<file path="config.mk">
export PLATFORM = sky130hd
export DESIGN_NAME = mic_frame_buf
export DESIGN_NICKNAME = d
export VERILOG_FILES = /design/src/rtl/mic_frame_buf.sv
export SDC_FILE = /design/constraint.sdc
export NUM_CORES = 2
export LEC_CHECK = 0
export BUFFER_PORTS_ARGS = -buffer_cell sky130_fd_sc_hd__buf_2
export CORE_ASPECT_RATIO = 1.75
export CORE_MARGIN = 2
export CORE_UTILIZATION = 23
export DETAILED_ROUTE_END_ITERATION = 12
export SYNTH_ARGS = -nofsm -noshare
export SYNTH_HDL_FRONTEND = slang
export SYNTH_SLANG_ARGS = --single-unit
</file>
<file path="constraint.sdc">
create_clock -name clk -period 4.88 [get_ports clk]
set_input_delay 0.976 -clock clk [delete_from_list [all_inputs] [get_ports clk]]
set_output_delay 0.976 -clock clk [all_outputs]
set_load 0.05 [all_outputs]
</file>
<file path="src/rtl/mic_frame_buf.sv">
// Ping-pong frame buffer: captures receiver samples into two banks of FRAME_LEN
// and streams each completed frame out over valid/ready, flagging dropped samples.
module mic_frame_buf #(
    parameter int DW        = 16,
    parameter int FRAME_LEN = 64
) (
    input  logic          clk,
    input  logic          rst_n,
    input  logic [DW-1:0] din,
    input  logic          din_vld,
    output logic [DW-1:0] dout,
    output logic          dout_vld,
    input  logic          dout_rdy,
    output logic          dout_last,
    output logic          ovf,
    input  logic          ovf_clr
);

    localparam int AW = $clog2(FRAME_LEN);
    localparam logic [AW-1:0] LAST_IDX = AW'(FRAME_LEN - 1);

    typedef enum logic {
        IDLE,
        STREAM
    } state_t;

    state_t        state;
    state_t        state_nxt;
    logic [1:0]    full;
    logic          wr_bank;
    logic [AW-1:0] wr_idx;
    logic          rd_bank;
    logic [AW-1:0] rd_idx;
    logic [DW-1:0] mem [2*FRAME_LEN];

    logic wr_en;
    logic drop;
    logic wr_done;
    logic rd_xfer;
    logic rd_done;

    assign wr_en   = din_vld && !full[wr_bank];
    assign drop    = din_vld && full[wr_bank];
    assign wr_done = wr_en && (wr_idx == LAST_IDX);
    assign rd_xfer = dout_vld && dout_rdy;
    assign rd_done = rd_xfer && dout_last;

    // Bank number is the MSB of the flat storage address.
    always_ff @(posedge clk) begin
        if (wr_en) begin
            mem[{wr_bank, wr_idx}] <= din;
        end
    end

    always_ff @(posedge clk or negedge rst_n) begin
        if (!rst_n) begin
            wr_bank <= 1'b0;
            wr_idx  <= '0;
        end else if (wr_en) begin
            if (wr_done) begin
                wr_bank <= ~wr_bank;
                wr_idx  <= '0;
            end else begin
                wr_idx <= wr_idx + 1'b1;
            end
        end
    end

    // Completing a frame and freeing a bank in one cycle always hit different banks.
    always_ff @(posedge clk or negedge rst_n) begin
        if (!rst_n) begin
            full <= 2'b00;
        end else begin
            if (wr_done) begin
                full[wr_bank] <= 1'b1;
            end
            if (rd_done) begin
                full[rd_bank] <= 1'b0;
            end
        end
    end

    always_ff @(posedge clk or negedge rst_n) begin
        if (!rst_n) begin
            ovf <= 1'b0;
        end else if (drop) begin
            ovf <= 1'b1;
        end else if (ovf_clr) begin
            ovf <= 1'b0;
        end
    end

    always_ff @(posedge clk or negedge rst_n) begin
        if (!rst_n) begin
            state   <= IDLE;
            rd_bank <= 1'b0;
            rd_idx  <= '0;
        end else begin
            state <= state_nxt;
            if (state == IDLE && full[rd_bank]) begin
                rd_idx <= '0;
            end else if (rd_xfer) begin
                rd_idx <= rd_idx + 1'b1;
            end
            if (rd_done) begin
                rd_bank <= ~rd_bank;
            end
        end
    end

    always_comb begin
        state_nxt = state;
        dout_vld  = 1'b0;
        dout      = '0;
        dout_last = 1'b0;
        case (state)
            IDLE: begin
                if (full[rd_bank]) begin
                    state_nxt = STREAM;
                end
            end
            STREAM: begin
                dout_vld  = 1'b1;
                dout      = mem[{rd_bank, rd_idx}];
                dout_last = (rd_idx == LAST_IDX);
                if (rd_done) begin
                    state_nxt = IDLE;
                end
            end
            default: state_nxt = IDLE;
        endcase
    end

endmodule

</file>
==> flow_metrics.tcl <==
set metrics [dict create \
    synth_cells 3696 \
    maxCapViolations 0 \
    die_w_um 449.5 \
    crit_fanout 5 \
    num_rows 286 \
    antenna_left 0 \
    swShare 0.3334 \
    first_iter_violations 4331 \
    fill_cells 33920 \
    seq_area_frac_synth 0.7755 \
    slowest_delay_ns 0.56 \
    routedWlPerCell_um 27.07 \
    cp.buffers_inverters 6 \
    slew_headroom 0.06152 \
    worst_slew_pin_slew_ns 1.408 \
    core-area_um2 346000 \
    critPathRequiredTime_ns 3.90 \
    initial_core_util 0.2309 \
    cp_top_family "buffers and inverters" \
    failed_checks "negative setup slack" \
    fin_setup_tns_ns -0.4480 \
    detail_route.drc_violations 0 \
    p_per_area_nw_per_um2 537.4 \
    hold_viol 0 \
    cpMaxStageDelayCell "nor4_4" \
    cts_max_level 4 \
    outcome "finished with violations" \
    worstPathCellList "buf_8 -> buf_16 -> buf_16 -> buf_4 -> mux4_2 -> a22oi_2 -> a21oi_2 -> nor4_4 -> buf_4 -> a311oi_4 -> buf_12" \
    nets 4219 \
    p_leak_nw 29.79 \
    globalplace.congestion 0.8990 \
    clock_skew_ns 0.06331 \
    dp_hpwl_mm 154.3 \
    min_path_type "primary input to asynchronous set/reset pin" \
    track_usage 0.1333 \
    final.min_clock_period_ns 4.963 \
    ys_async_sr_fraction 0.008712 \
    die_h_um 783.6 \
    ys_warn_count 0 \
    syn_nets 3719 \
    setup_ws_ns -0.08282 \
    ios 40 \
    ys_ff_latch 2066 \
    cts_max_path_buffers 4 \
    pre_cts_ws_ns -0.3856 \
    period_share 1.017 \
    root_buffer "clkbuf_16" \
    crit_path_end_kind "output port" \
    cts_tree "yes" \
    worst_ir_drop_vdd_uv 626.4 \
    drv_slew 0 \
    wl_mm 241.7 \
    max_freq_mhz 201.5 \
    synth.distinct_cells 65 \
    numCtsBuffers 165 \
    synth_edf_count 2048 \
    internal_power_mw 34.61 \
    p_sw_mw 17.31 \
    dieArea_um2 352200 \
    area_growth_pct 20.94 \
    synth_top_flop_cell "edfxtp_1" \
    utilization 0.2792 \
    criticalPathCategory "flop to output port" \
    grt_pass1_wl_mm 335.3 \
    cts.hold.buffers_added 0 \
    cp.arrival_ns 3.99 \
    grt.overflow.total 0 \
    clkSinkCount 2066 \
    viasPerCell 4.572 \
    p_comb_frac 0.357 \
    clk_latency_ns 0.85 \
    synth.avg_cell_area_um2 21.61 \
    timing.final.setup_violations 10 \
    grt_pass1_vias 41970 \
    seqPwrFrac 0.384 \
    drtPass1Iterations 6 \
    vias 40820 \
    power_frac_clock 0.259 \
    grt_start_max_net_pins 129 \
    drive_gt1_frac 0.3354 \
    rsz0062_at_grt "true" \
    portBuffers 39 \
    clkTransAtPathRegs_ns 0.08 \
    startpoint_type "flop" \
    antenna_found_initial 7 \
    syn-cell-area_um2 79880 \
]
[repair_timing]
action | CTS | global route
endpoints found under the setup margin | 16 | 16
pin swaps | 58 | 32
buffers inserted | 77 | 14
cloned | 23 | 4
resized for setup | 316 | 42
[power by group through the flow]
stage          clock (mW)  combinational [mW]  sequential, mW
2_1_floorplan           0                8.49            20.3
5_1_grt              14.2                19.0            20.0
6_report             13.4                18.5            20.0
3_5_place_dp            0                15.5            20.4
3_3_place_gp            0                15.5            20.4
4_1_cts              13.7                18.3            19.9
[worst register-to-register path, stage by stage (launching register included)]
cell     delay [ns]
dfrtp_1        0.57
mux2i_1        0.62
nand2_1        0.28
nor2_1         0.32
nand2_1        0.59
nor2_2         1.12
[layout by cell type (no fill, tap or decap), drive strengths merged, types with 10 or more instances in the layout]
cell,count
o21ai,47
o221ai,15
a31oi,19
nand2,91
nor2b,19
mux4,450
mux2,10
a221o,18
mux2i,188
edfxtp,2048
nor3,35
bufinv,13
o22ai,13
a221oi,36
a22oi,95
dfrtp,18
inv,13
clkbuf,196
nand3,22
o211ai,10
buf,531
clkinv,70
a21oi,66
a211oi,18
nor2,175
[per-layer routing]
metal / track usage / vias to the layer above / wire [µm]
met3: 0.01568 / 565 / 12090
met5: 0 / - / 9
li1: - / 16560 / -
met2: 0.2442 / 1696 / 127800
met4: 0.1004 / 2 / 20770
met1: 0.1391 / 22000 / 81040
[through the flow]
step,cell area (µm²),power (mW),cells,hold slack (ns)
3_5_place_dp,88320,35.90,8529,0.5257
2_1_floorplan,79880,28.75,3696,0.5114
3_3_place_gp,88320,35.88,8529,0.5283
5_1_grt,96610,53.20,8926,0.1316
4_1_cts,96320,51.94,8913,0.07635
6_report,96610,51.92,8928,0.1168
[path summary, 6_finish.rpt]
| path | slack, ns | depth (start not counted) | endpoint | start |
|---|---|---|---|---|
| min in group clk | 0.36 | 2 | ovf | ovf_clr |
| worst max register to register | 0.94 | 5 | mem[76][1] | wr_bank |
| max in group asynchronous | 4.32 | 1 | rd_idx[0] | rst_n |
| worst min-delay path | 0.12 | 1 | ovf | rst_n |
| worst min register to register | 0.53 | 2 | ovf | ovf |
| worst max-delay path | -0.08 | 11 | dout[13] | rd_idx[0] |
[Yosys cell counts, types with 3 or more instances]
cell       count  area (µm²)
o31ai_1        6       45.04
o22ai_1       13       81.33
mux4_1        13       341.6
buf_12         3       60.06
mux2_2        10       112.6
mux4_2       437        9842
a31oi_1       19       118.9
a221oi_2       3       45.04
o221ai_1      15       131.4
o211ai_1      10       75.07
o21bai_1       4       30.03
nor3_1        35       175.2
a311oi_1       6       52.55
dfrtp_1       18       450.4
nor2_1       175       656.9
nand4_1        3       18.77
a221oi_1      33       289.0
a221o_1       18       180.2
edfxtp_1    2048       61500
mux2i_1      188        1882
buf_4         21       157.7
nand2b_1       6       37.54
nand3_1       22       110.1
buf_1         13       48.80
a21oi_1       65       325.3
inv_2          3       11.26
o2111ai_1      4       35.03
xnor2_1        7       61.31
clkbuf_1      93       349.1
buf_8         13       195.2
buf_2         40       200.2
o21ai_0       45       225.2
a211oi_1      18       135.1
nor2b_1       19       118.9
nor4_1         9       56.30
a22oi_1       95       713.2
inv_1          3       11.26
buf_6         26       292.8
nand2_1       91       341.6
a22o_1         9       78.83
and2_1         7       43.79
[final cells by class]
| class | instances | area [µm²] | share of cell area |
|---|---|---|---|
| sequential | 2066 | 61970 | 0.6414 |
| multi-input combinational | 1414 | 17930 | 0.1856 |
| tap | 4608 | 5766 | 0.05968 |
| timing repair buffer | 542 | 5758 | 0.05960 |
| clock buffer | 191 | 4269 | 0.04419 |
| clock inverter | 97 | 888.4 | 0.009195 |
| inverter | 7 | 28.78 | 0.0002979 |
| antenna | 3 | 7.507 | 0.00007770 |
[state kept, by name, indices dropped and copies added, names as in the netlist]
| name | cells |
|---|---|
| mem | 2048 |
| rd_idx | 6 |
| wr_idx | 6 |
| full | 2 |
| ovf | 1 |
| rd_bank | 1 |
| state | 1 |
| wr_bank | 1 |
[cells by family after synthesis]
family                     Yosys count  synth area share
xor gates and xnor gates             8         0.0008771
adders and majority gates            2         0.0003132
DFF                               2066            0.7755
buffers and inverters              216           0.01665
and+or+nand+nor                    373           0.02003
AOI/OAI and AO/OA                  383           0.03419
muxes                              648            0.1524
Note: power is estimated with default switching activity, not from simulation.
